File: config.mk
export PLATFORM = sky130hd
export DESIGN_NAME = sdram_arbiter
export DESIGN_NICKNAME = d
export VERILOG_FILES = /design/src/rtl/sdram_arbiter.sv
export SDC_FILE = /design/constraint.sdc
export NUM_CORES = 1
export LEC_CHECK = 0
export ABC_CLOCK_PERIOD_IN_PS = 4400
export CAP_MARGIN = 10
export CORE_MARGIN = 2
export CORE_UTILIZATION = 31
export DETAILED_ROUTE_END_ITERATION = 8
export PLACE_DENSITY_LB_ADDON = 0.25
export SETUP_SLACK_MARGIN = 0.4
export SYNTH_ARGS = -nofsm -noshare
export SYNTH_HDL_FRONTEND = slang
export SYNTH_SLANG_ARGS = --single-unit
export TNS_END_PERCENT = 30
File: constraint.sdc
create_clock -name clk -period 4.4 [get_ports clk]
set_clock_uncertainty 0.15 [all_clocks]
set_input_delay 0.44 -clock clk [delete_from_list [all_inputs] [get_ports clk]]
set_output_delay 0.44 -clock clk [all_outputs]
set_load 0.01 [all_outputs]
File: src/rtl/sdram_arbiter.sv
// Central SDRAM command arbiter: holds the pins for init, then grants refresh,
// write and read one at a time (refresh first, write/read round-robin).
module sdram_arbiter (
   input  logic        clk,
   input  logic        rst_n,
   input  logic        sdram_init_done_flag,
   input  logic [3:0]  init_cmds,
   input  logic [12:0] init_addrs,
   input  logic        sdram_aref_req,
   output logic        sdram_aref_en,
   input  logic        sdram_aref_done,
   input  logic [3:0]  aref_cmds,
   input  logic [12:0] aref_addrs,
   input  logic        wr_req,
   output logic        wr_en,
   input  logic        wr_done,
   input  logic [3:0]  wr_cmds,
   input  logic [1:0]  wr_ba,
   input  logic [12:0] wr_addrs,
   input  logic        rd_req,
   output logic        rd_en,
   input  logic        rd_done,
   input  logic [3:0]  rd_cmds,
   input  logic [1:0]  rd_ba,
   input  logic [12:0] rd_addrs,
   output logic        aref_pending,
   output logic [3:0]  sdram_cmds,
   output logic [1:0]  sdram_ba,
   output logic [12:0] sdram_addrs
);

   typedef enum logic [2:0] {
      S_INIT,
      S_ARB,
      S_AREF,
      S_WRITE,
      S_READ
   } state_t;

   localparam logic [3:0] CMD_NOP = 4'b0111;

   state_t r_state;
   state_t w_next;
   logic   r_last_wr;
   logic   r_aref_pending;
   logic   r_aref_en;
   logic   r_wr_en;
   logic   r_rd_en;

   always_comb begin
      w_next = r_state;
      case (r_state)
         S_INIT:  if (sdram_init_done_flag) w_next = S_ARB;
         S_ARB: begin
            if (r_aref_pending)          w_next = S_AREF;
            else if (wr_req && rd_req)   w_next = r_last_wr ? S_READ : S_WRITE;
            else if (wr_req)             w_next = S_WRITE;
            else if (rd_req)             w_next = S_READ;
         end
         S_AREF:  if (sdram_aref_done) w_next = S_ARB;
         S_WRITE: if (wr_done)         w_next = S_ARB;
         S_READ:  if (rd_done)         w_next = S_ARB;
         default: w_next = S_INIT;
      endcase
   end

   // Grants are registered so each pulse lands on the first cycle of its state.
   always_ff @(posedge clk or negedge rst_n) begin
      if (!rst_n) begin
         r_state        <= S_INIT;
         r_last_wr      <= 1'b0;
         r_aref_pending <= 1'b0;
         r_aref_en      <= 1'b0;
         r_wr_en        <= 1'b0;
         r_rd_en        <= 1'b0;
      end else begin
         r_state        <= w_next;
         r_aref_pending <= sdram_aref_req | (r_aref_pending & ~r_aref_en);
         r_aref_en      <= (r_state == S_ARB) && (w_next == S_AREF);
         r_wr_en        <= (r_state == S_ARB) && (w_next == S_WRITE);
         r_rd_en        <= (r_state == S_ARB) && (w_next == S_READ);
         if (r_state == S_ARB && w_next == S_WRITE)
            r_last_wr <= 1'b1;
         else if (r_state == S_ARB && w_next == S_READ)
            r_last_wr <= 1'b0;
      end
   end

   // Muxing on the current state keeps the source's done-cycle command on the pins.
   always_comb begin
      sdram_cmds  = CMD_NOP;
      sdram_ba    = 2'd0;
      sdram_addrs = 13'd0;
      case (r_state)
         S_INIT: begin
            sdram_cmds  = init_cmds;
            sdram_addrs = init_addrs;
         end
         S_AREF: begin
            sdram_cmds  = aref_cmds;
            sdram_addrs = aref_addrs;
         end
         S_WRITE: begin
            sdram_cmds  = wr_cmds;
            sdram_ba    = wr_ba;
            sdram_addrs = wr_addrs;
         end
         S_READ: begin
            sdram_cmds  = rd_cmds;
            sdram_ba    = rd_ba;
            sdram_addrs = rd_addrs;
         end
         default: ;
      endcase
   end

   assign sdram_aref_en = r_aref_en;
   assign wr_en         = r_wr_en;
   assign rd_en         = r_rd_en;
   assign aref_pending  = r_aref_pending;

endmodule

==> results of run 1 <==
[metrics by stage]
stage | instances | hold WS, ns | cell area (sq um)
2_1_floorplan | 107 | -0.00559 | 990
4_1_cts | 246 | 0.316 | 2040
5_1_grt | 246 | 0.339 | 2040
3_5_place_dp | 243 | 0.396 | 2020
3_3_place_gp | 243 | 0.386 | 2020
6_report | 246 | 0.299 | 2040
[cell usage after synthesis, drive strengths merged]
| cell type | count | area share (%) |
|---|---|---|
| a2bb2oi | 14 | 12 |
| nor2b | 3 | 1.9 |
| a22o | 1 | 0.89 |
| o2bb2ai | 14 | 12 |
| dfrtp | 8 | 20 |
| a32o | 2 | 2.0 |
| nor4 | 1 | 0.63 |
| o21a | 1 | 0.76 |
| or4bb | 1 | 1.1 |
| clkbuf | 3 | 1.3 |
| or4b | 1 | 1.4 |
| o21ba | 1 | 1.0 |
| nor3b | 1 | 1.3 |
| nand2 | 2 | 0.76 |
| or2 | 1 | 0.63 |
| mux2i | 21 | 21 |
| inv | 2 | 0.76 |
| a21oi | 1 | 0.51 |
| nand2b | 2 | 1.3 |
| nor3 | 2 | 1.0 |
| a22oi | 3 | 2.3 |
| a211oi | 1 | 0.76 |
| buf | 8 | 4.8 |
| and3 | 1 | 0.63 |
| o21ai | 3 | 1.5 |
| nor2 | 4 | 2.3 |
| a21boi | 1 | 0.76 |
| a21o | 1 | 0.76 |
| o211ai | 2 | 2.0 |
| and2b | 1 | 0.76 |
[layout make-up]
type | instances | area share (%)
clock buffers | 3 | 1.10
flip-flops and latches | 8 | 9.82
inverters | 2 | 0.368
well taps | 44 | 2.70
repair buffers | 103 | 50.6
multi-input cells | 86 | 35.4
[sequential cells by signal, indices dropped and copies added (netlist names)]
register       cells
r_state            3
aref_pending       1
wr_en              1
sdram_aref_en      1
rd_en              1
r_last_wr          1
[power groups by stage]
stage / Sequential (mW) / Combinational (mW) / Clock [mW]
5_1_grt: 0.209 / 0.683 / 0.0575
3_5_place_dp: 0.200 / 0.635 / 0
2_1_floorplan: 0.121 / 0.406 / 0
3_3_place_gp: 0.197 / 0.629 / 0
4_1_cts: 0.199 / 0.641 / 0.0567
6_report: 0.200 / 0.635 / 0.0563
[metal layers]
metal,vias to the layer above,wire [microns]
li1,617,-
met1,584,1390
met5,-,0
met3,6,240
met4,0,59
met2,61,2080
[how the worst max path moves through the flow]
stage | start | end | slack, ns | depth (start not counted)
2_1_floorplan | r_state[2]$_DFF_PN0_ | sdram_addrs[10] | 2.60 | 5
3_3_place_gp | r_state[1]$_DFF_PN0_ | sdram_addrs[10] | 1.46 | 4
3_5_place_dp | r_state[1]$_DFF_PN0_ | sdram_addrs[10] | 1.39 | 4
4_1_cts | r_state[1]$_DFF_PN0_ | sdram_addrs[10] | 1.10 | 4
5_1_grt | r_state[1]$_DFF_PN0_ | sdram_addrs[10] | 0.97 | 4
6_report | r_state[1]$_DFF_PN0_ | sdram_addrs[10] | 1.13 | 4
[cell families (layout without fill, tap and decap cells)]
group	count (synthesis)	in the layout	synth area share (%)
mux	21	21	21.2
flops	8	8	20.2
buf+inv	13	108	6.83
compound gates	45	45	38.1
simple gates	20	20	13.7
==> flow_summary_export.csv, run 1 <==
group,metric,value,unit
grt,grt_max_degree,30,
sta,rsz0062_at_grt,"false",
sta,fmax,306,MHz
power_and_ir_drop,power,0.891,mW
setup_path,cp_top_family,"flip-flops",
power_and_ir_drop,swShare,40.9,%
setup_path,worstSetupStartpointType,"register",
sta,period_share,74.3,%
setup_path,r2r_cells,3,
yosys,yosys_warnings,0,
cts,cts_buffers,3,
setup_path,path_cells,"inv_1, nor2_4, o2bb2ai_1, clkdlybuf4s50_1",
setup_path,arrival,2.68,ns
sta,post-route-min-period,3.27,ns
route,drt-pass1-iter-count,4,
setup_path,regToRegSetupSlack,2.33,ns
setup_path,slowest_delay,0.99,ns
yosys,synth_area,990,sq um
setup_path,r2r-end,"wr_en$_DFF_PN0_",
power_and_ir_drop,internal_power,0.526,mW
yosys,yosysSeqAreaShare,20.2,%
power_and_ir_drop,p_seq_share,22.4,%
grt,grt_pass1_vias,1345,
route,wl_per_cell,15.3,microns
setup_path,critPathSlowestCell,"dfrtp_1",
sta,setup_tns,0,ns
route,vias_per_cell,5.15,
sta,setup_slack,1.13,ns
yosys,ys_ff_latch,8,
cts,clk_pin_slew,0.06,ns
yosys,ys_types,35,
power_and_ir_drop,p_per_area,437,nW/um^2
sta,worst_slew_pin_slew,0.987,ns
grt,grt_pass1_wl,5740,microns
sta,setup_violations,0,
power_and_ir_drop,p_switching,0.365,mW
power_and_ir_drop,clkPwrFrac,6.3,%
power_and_ir_drop,ir_drop,0.243,mV
floorplanning,io_pins,104,
cts,htree_levels,1,
cts,cts_hold_buf,0,
floorplanning,dieArea,3660,sq um
floorplanning,core,3050,sq um
grt,overflow,0,
final_layout,mostFrequentLayoutCells,"clkdlybuf4s50_1, mux2i_1, a2bb2oi_1, o2bb2ai_1, dfrtp_1",
place,hpwl,3110,microns
route,drc,0,
setup_path,required,3.81,ns
final_layout,syn_to_final_growth,106,%
place,port_buffers,103,
sta,max_slew_margin,34.2,%
grt,use_met2,40.5,%
place,pre_cts_ws,1.39,ns
floorplanning,start_util,32.4,%
grt,antenna_found_initial,0,
final_layout,fin_util,66.8,%
min_path,hp-class,"in2async",
power_and_ir_drop,p_leak,0.787,nW
outcome,status,"complete, no violations",
setup_path,cp.buffers_inverters,2,
route,drt_iter0_drc,35,
final_layout,diodes,0,
setup_path,r2r_start,"r_state[0]$_DFF_PN0_",
place,gp_congestion,0.844,
yosys,synth_cells,107,
floorplanning,rows,20,
route,ant_nets,0,
final_layout,nets,285,
cts,root_buffer,"clkbuf_4",
grt,grtUsageTotal,20.4,%
setup_path,criticalPathCategory,"reg2out",
sta,finalMaxSlewViolations,0,
cts,cts_sinks,8,
grt,grtUsageMet1,21.9,%
floorplanning,die_y,60.5,microns
grt,met3_usage,3.62,%
cts,post_cts_buffers,0,
cts,clk_latency,0.26,ns
yosys,syn_avg_cell_area,9.25,sq um
route,wl,3770,microns
setup_path,crit_fanout,24,
final_layout,final_common_cell,"clkdlybuf4s50_1",
sta,finalHoldViolations,0,
setup_path,endpoint_kind,"output pin",
final_layout,drive_gt1_share,3.47,%
power_and_ir_drop,combPwrFrac,71.3,%
cts,cts_tree,"yes",
cts,cts_resized,0,
floorplanning,die_w,60.5,microns
final_layout,nFillCells,258,
grt,top_usage_layer,"met2",
route,num_vias,1268,
cts,max-clock-path-buffers,2,
final_layout,multi_input_area,722,sq um
yosys,synth.net_count,188,
job,max_cap_viol_count,0,
final_layout,ff_latch_area,200,sq um
(Power assumes the default switching activity.)
==> run 2: changes to the inputs <==
--- a/config.mk
+++ b/config.mk
@@ -5,10 +5,10 @@
 export SDC_FILE = /design/constraint.sdc
 export NUM_CORES = 1
 export LEC_CHECK = 0
-export ABC_CLOCK_PERIOD_IN_PS = 4400
+export ABC_CLOCK_PERIOD_IN_PS = 3000
 export CAP_MARGIN = 10
 export CORE_MARGIN = 2
-export CORE_UTILIZATION = 31
+export CORE_UTILIZATION = 26
 export DETAILED_ROUTE_END_ITERATION = 8
 export PLACE_DENSITY_LB_ADDON = 0.25
 export SETUP_SLACK_MARGIN = 0.4
==> constraint.sdc (replaced) <==
create_clock -name clk -period 3 [get_ports clk]
set_clock_uncertainty 0.15 [all_clocks]
set_input_delay 0.3 -clock clk [delete_from_list [all_inputs] [get_ports clk]]
set_output_delay 0.3 -clock clk [all_outputs]
set_load 0.01 [all_outputs]
==> run 2 against run 1 <==
Worst hold slack lost 0.10 ns. Global-route usage shrank 2.7 points. Highest routed layer unchanged. Final area grew 3.5%. Worst setup slack lost 0.60 ns. Clock power grew 120%. Sequential share of layout area shrank 0.15 points. Sequential cell count is the same. Combinational power grew 64%. Routed wire length grew 2.1%. Power grew 57%. Die area grew 18%. Sequential power grew 16%. Critical path type unchanged.
==> flow_summary_export.csv, run 2 (synthesis gave the netlist of run 1 again) <==
group,metric,value,unit
sta,max_slew_margin,75.8,%
final_layout,drive_gt1_share,7.28,%
setup_path,required,2.55,ns
final_layout,nFillCells,303,
place,hpwl,3140,microns
route,wl,3850,microns
floorplanning,rows,22,
route,drc,0,
power_and_ir_drop,ir_drop,0.307,mV
cts,htree_levels,1,
floorplanning,io_pins,104,
sta,worst_slew_pin_slew,0.360,ns
final_layout,syn_to_final_growth,113,%
floorplanning,core,3660,sq um
sta,period_share,82.3,%
setup_path,arrival,2.02,ns
route,num_vias,1276,
cts,cts_buffers,3,
grt,grt_pass1_vias,1384,
place,port_buffers,103,
floorplanning,dieArea,4320,sq um
grt,grt_max_degree,17,
power_and_ir_drop,p_leak,0.815,nW
route,drt-pass1-iter-count,4,
sta,setup_tns,0,ns
route,drt_iter0_drc,41,
grt,grtUsageTotal,17.7,%
grt,overflow,0,
setup_path,worstSetupStartpointType,"register",
sta,fmax,405,MHz
final_layout,final_common_cell,"clkdlybuf4s50_1",
min_path,hp-class,"in2async",
setup_path,criticalPathCategory,"reg2out",
final_layout,diodes,0,
cts,clk_pin_slew,0.04,ns
cts,clk_latency,0.22,ns
floorplanning,start_util,27.0,%
sta,finalHoldViolations,0,
cts,max-clock-path-buffers,2,
sta,finalMaxSlewViolations,0,
grt,grt_pass1_wl,6030,microns
place,gp_congestion,0.728,
setup_path,endpoint_kind,"output pin",
final_layout,largest_register_ffs,3,
sta,setup_violations,0,
route,vias_per_cell,5.02,
sta,rsz0062_at_grt,"false",
sta,post-route-min-period,2.47,ns
job,max_cap_viol_count,0,
floorplanning,die_y,65.7,microns
power_and_ir_drop,p_per_area,663,nW/um^2
grt,antenna_found_initial,0,
power_and_ir_drop,power,1.40,mW
route,wl_per_cell,15.2,microns
route,ant_nets,0,
final_layout,mostFrequentLayoutCells,"clkdlybuf4s50_1, mux2i_1, a2bb2oi_1, o2bb2ai_1, dfrtp_1",
final_layout,regMostFlops,"r_state",
final_layout,nets,289,
sta,timing.hold.ws,0.199,ns
outcome,status,"complete, no violations",
cts,root_buffer,"clkbuf_8",
floorplanning,die_w,65.7,microns
cts,cts_tree,"yes",
cts,cts_sinks,8,
setup_path,crit_fanout,14,
## run 2: worst max-delay path: stages, from the launching register on
cell and delay [ns]:
dfrtp_2 0.52, buf_4 0.29, mux2i_1 0.22, a2bb2oi_1 0.19, o2bb2ai_1 0.09, clkdlybuf4s50_1 0.49
## run 2: cell type report
cell class | count | area (sq um) | area share, %
Timing Repair Buffer | 107 | 1070 | 50.9
Multi-Input combinational cell | 86 | 723 | 34.3
Sequential cell | 8 | 204 | 9.67
Tap cell | 48 | 60.1 | 2.85
Clock buffer | 3 | 41.3 | 1.96
Inverter | 2 | 7.51 | 0.356
## run 2: per-layer routing
metal / GRT usage [%] / share of wire [%] / routed length, microns
met5: 0 / 0 / 0
met4: 6.25 / 1.5 / 59
met3: 2.57 / 7.3 / 281
met2: 35.4 / 54 / 2080
met1: 18.4 / 37 / 1430
## run 2: final timing paths
kind	from	to	slack, ns	depth (start not counted)
min in group clk	sdram_aref_en$_DFF_PN0_	aref_pending$_DFF_PN0_	0.41	2
worst min-delay path	rst_n	wr_en$_DFF_PN0_	0.20	1
max in group asynchronous	rst_n	r_state[2]$_DFF_PN0_	2.23	1
worst min register to register	sdram_aref_en$_DFF_PN0_	aref_pending$_DFF_PN0_	0.41	2
worst max-delay path	r_state[1]$_DFF_PN0_	sdram_addrs[8]	0.53	5
worst max register to register	r_state[0]$_DFF_PN0_	r_last_wr$_DFFE_PN0P_	1.41	4
## run 2: through the flow
stage / util (%) / area, sq um / std cells / worst slack (ns)
CTS: 57.6 / 2110 / 254 / 0.434
global placement: 55.8 / 2040 / 250 / 0.593
global route: 57.6 / 2110 / 254 / 0.408
floorplan: - / 990 / 107 / 1.34
finish: 57.6 / 2110 / 254 / 0.531
detailed placement: 55.8 / 2040 / 250 / 0.542
## run 2: where the power goes
| part | internal, mW | switching [mW] | leakage, nW |
|---|---|---|---|
| Clock | 0.0865 | 0.0380 | 0.0216 |
| Sequential | 0.150 | 0.0831 | 0.0972 |
| Combinational | 0.614 | 0.428 | 0.696 |
## run 2: timing repair
item | CTS | global route
resized for setup | 2 | 2
hold buffers | 0 | 0
setup endpoints to repair | 16 | 16
hold endpoints to repair | 0 | 0
setup buffers | 1 | 0
pin swaps | 1 | 0
==> run 3: changes to the inputs <==
--- a/config.mk
+++ b/config.mk
@@ -5,7 +5,7 @@
 export SDC_FILE = /design/constraint.sdc
 export NUM_CORES = 1
 export LEC_CHECK = 0
-export ABC_CLOCK_PERIOD_IN_PS = 3000
+export ABC_CLOCK_PERIOD_IN_PS = 2240
 export CAP_MARGIN = 10
 export CORE_MARGIN = 2
 export CORE_UTILIZATION = 26
==> constraint.sdc (replaced) <==
create_clock -name clk -period 2.24 [get_ports clk]
set_clock_uncertainty 0.15 [all_clocks]
set_input_delay 0.224 -clock clk [delete_from_list [all_inputs] [get_ports clk]]
set_output_delay 0.224 -clock clk [all_outputs]
set_load 0.01 [all_outputs]
==> run 3 against run 2 <==
Count of clock-buffer cells in the layout unchanged. Final cell count grew 2.8%. Combinational power up 36%. Power is 32% higher. Worst setup slack worse by 0.38 ns. Utilization up 1.8 points. Final area up 3.1%. First-iteration DRC count stayed put. Routed wire length rose by 2.4%. Critical path type unchanged. Largest power group unchanged.
==> flow_summary_export.csv, run 3 (synthesis gave the netlist of run 1 again) <==
group,metric,value,unit
outcome,status,"complete, no violations",
route,vias_per_cell,5.10,
floorplanning,start_util,27.0,%
power_and_ir_drop,combPwrFrac,76.8,%
route,drt-pass1-iter-count,4,
floorplanning,io_pins,104,
setup_path,required,1.87,ns
sta,setup_tns,0,ns
cts,root_buffer,"clkbuf_8",
final_layout,drive_gt1_share,12.7,%
route,drc,0,
floorplanning,die_w,65.7,microns
power_and_ir_drop,p_seq_share,13.8,%
setup_path,worstSetupStartpointType,"register",
place,gp_congestion,0.704,
sta,rsz0062_at_grt,"true",
cts,max-clock-path-buffers,2,
grt,grt_pass1_wl,6150,microns
place,port_buffers,103,
final_layout,syn_to_final_growth,120,%
sta,post-route-min-period,2.09,ns
grt,grt_max_degree,15,
floorplanning,rows,22,
final_layout,regMostFlops,"r_state",
power_and_ir_drop,ir_drop,0.481,mV
job,max_cap_viol_count,0,
final_layout,diodes,0,
final_layout,final_cell_area,2180,sq um
power_and_ir_drop,clkPwrFrac,9.4,%
setup_path,endpoint_kind,"output pin",
sta,worst_slew_pin_slew,0.381,ns
place,hpwl,3260,microns
floorplanning,dieArea,4320,sq um
sta,max_slew_margin,74.6,%
final_layout,final_common_cell,"clkdlybuf4s50_1",
sta,timing.hold.ws,0.134,ns
cts,cts_sinks,8,
cts,cts_buffers,3,
sta,finalHoldViolations,0,
final_layout,nets,296,
sta,setup_slack,0.155,ns
final_layout,mostFrequentLayoutCells,"clkdlybuf4s50_1, mux2i_1, dlygate4sd2_1",
cts,htree_levels,1,
cts,cts_tree,"yes",
route,ant_nets,0,
setup_path,critPathSlowestCell,"clkdlybuf4s50_1",
sta,period_share,93.1,%
power_and_ir_drop,p_leak,0.903,nW
place,placed_area,2090,sq um
floorplanning,die_y,65.7,microns
grt,overflow,0,
grt,antenna_found_initial,0,
power_and_ir_drop,p_switching,0.756,mW
setup_path,criticalPathCategory,"reg2out",
power_and_ir_drop,p_per_area,846,nW/um^2
route,drt_iter0_drc,41,
place,pre_cts_ws,0.155,ns
setup_path,arrival,1.71,ns
setup_path,slowest_delay,0.57,ns
min_path,hp-class,"in2async",
setup_path,crit_fanout,12,
sta,finalMaxSlewViolations,0,
setup_path,path_cells,"buf_4, mux2i_1, a22oi_1, clkdlybuf4s50_1",
grt,grt_pass1_vias,1371,
sta,setup_violations,0,
cts,clk_pin_slew,0.04,ns
cts,clk_latency,0.23,ns
sta,fmax,480,MHz
power_and_ir_drop,swShare,41.0,%
floorplanning,core,3660,sq um
power_and_ir_drop,internal_power,1.09,mW
route,wl_per_cell,15.1,microns
final_layout,largest_register_ffs,3,
route,wl,3950,microns
route,num_vias,1331,
grt,grtUsageTotal,17.9,%
[run 3: cell count changes in the layout (fill, tap and decap cells not counted), moves of 4 or more]
cell,previous run,this run
clkdlybuf4s50_1,103,85
dlygate4sd2_1,0,16
buf_4,3,9
a2bb2oi_1,14,10
a2bb2oi_2,0,4
[run 3: repair_timing]
action	CTS	global route
setup buffers	2	0
hold buffers	0	0
endpoints found under the setup margin	19	19
pin swaps	1	0
cloned	0	0
gates resized for setup	26	5
[run 3: stage by stage]
step	power, mW	utilization (%)	instances
finish	1.84	59.4	261
global placement	1.70	57.0	256
CTS	1.85	59.0	261
global route	1.98	59.4	261
floorplan	1.03	-	107
detailed placement	1.72	57.0	256
[run 3: power by group through the flow]
stage / clock (mW) / combinational [mW] / sequential, mW
floorplan: 0 / 0.798 / 0.237
global placement: 0 / 1.45 / 0.249
detailed placement: 0 / 1.47 / 0.251
CTS: 0.177 / 1.42 / 0.251
global route: 0.180 / 1.53 / 0.263
finish: 0.173 / 1.41 / 0.253
[run 3: cell type report]
type / instances / area, sq um
fillers: 332 / 1490
flip-flops and latches: 8 / 201
multi-input cells: 86 / 761
inverters: 2 / 7.51
well taps: 48 / 60.1
clock buffers: 3 / 41.3
repair buffers: 114 / 1100
[run 3: final timing paths]
check                                         endpoint  depth (start not counted)                     from  slack [ns]
worst max-delay path                     sdram_cmds[2]                          4     r_state[0]$_DFF_PN0_        0.15
worst min-delay path                   rd_en$_DFF_PN0_                          1                    rst_n        0.13
worst max register to register         wr_en$_DFF_PN0_                          5     r_state[2]$_DFF_PN0_        0.53
worst min register to register  aref_pending$_DFF_PN0_                          2  sdram_aref_en$_DFF_PN0_        0.41
max in group asynchronous         r_state[1]$_DFF_PN0_                          1                    rst_n        1.51
min in group clk                aref_pending$_DFF_PN0_                          2  sdram_aref_en$_DFF_PN0_        0.41
[run 3: worst max-delay path, delay by kind of cell, from the launching register on]
family	cells	cell delay, ns
buffers and inverters	2	0.78
flip-flops	1	0.41
AO/OA/AOI/OAI	1	0.16
multiplexers	1	0.13
[run 3: layer usage]
layer	track usage [%]	share of wire, %	vias up
met2	33.6	54	66
li1	-	-	641
met4	3.13	0.25	0
met5	0	0	-
met1	21.5	38	622
met3	2.57	7.5	2
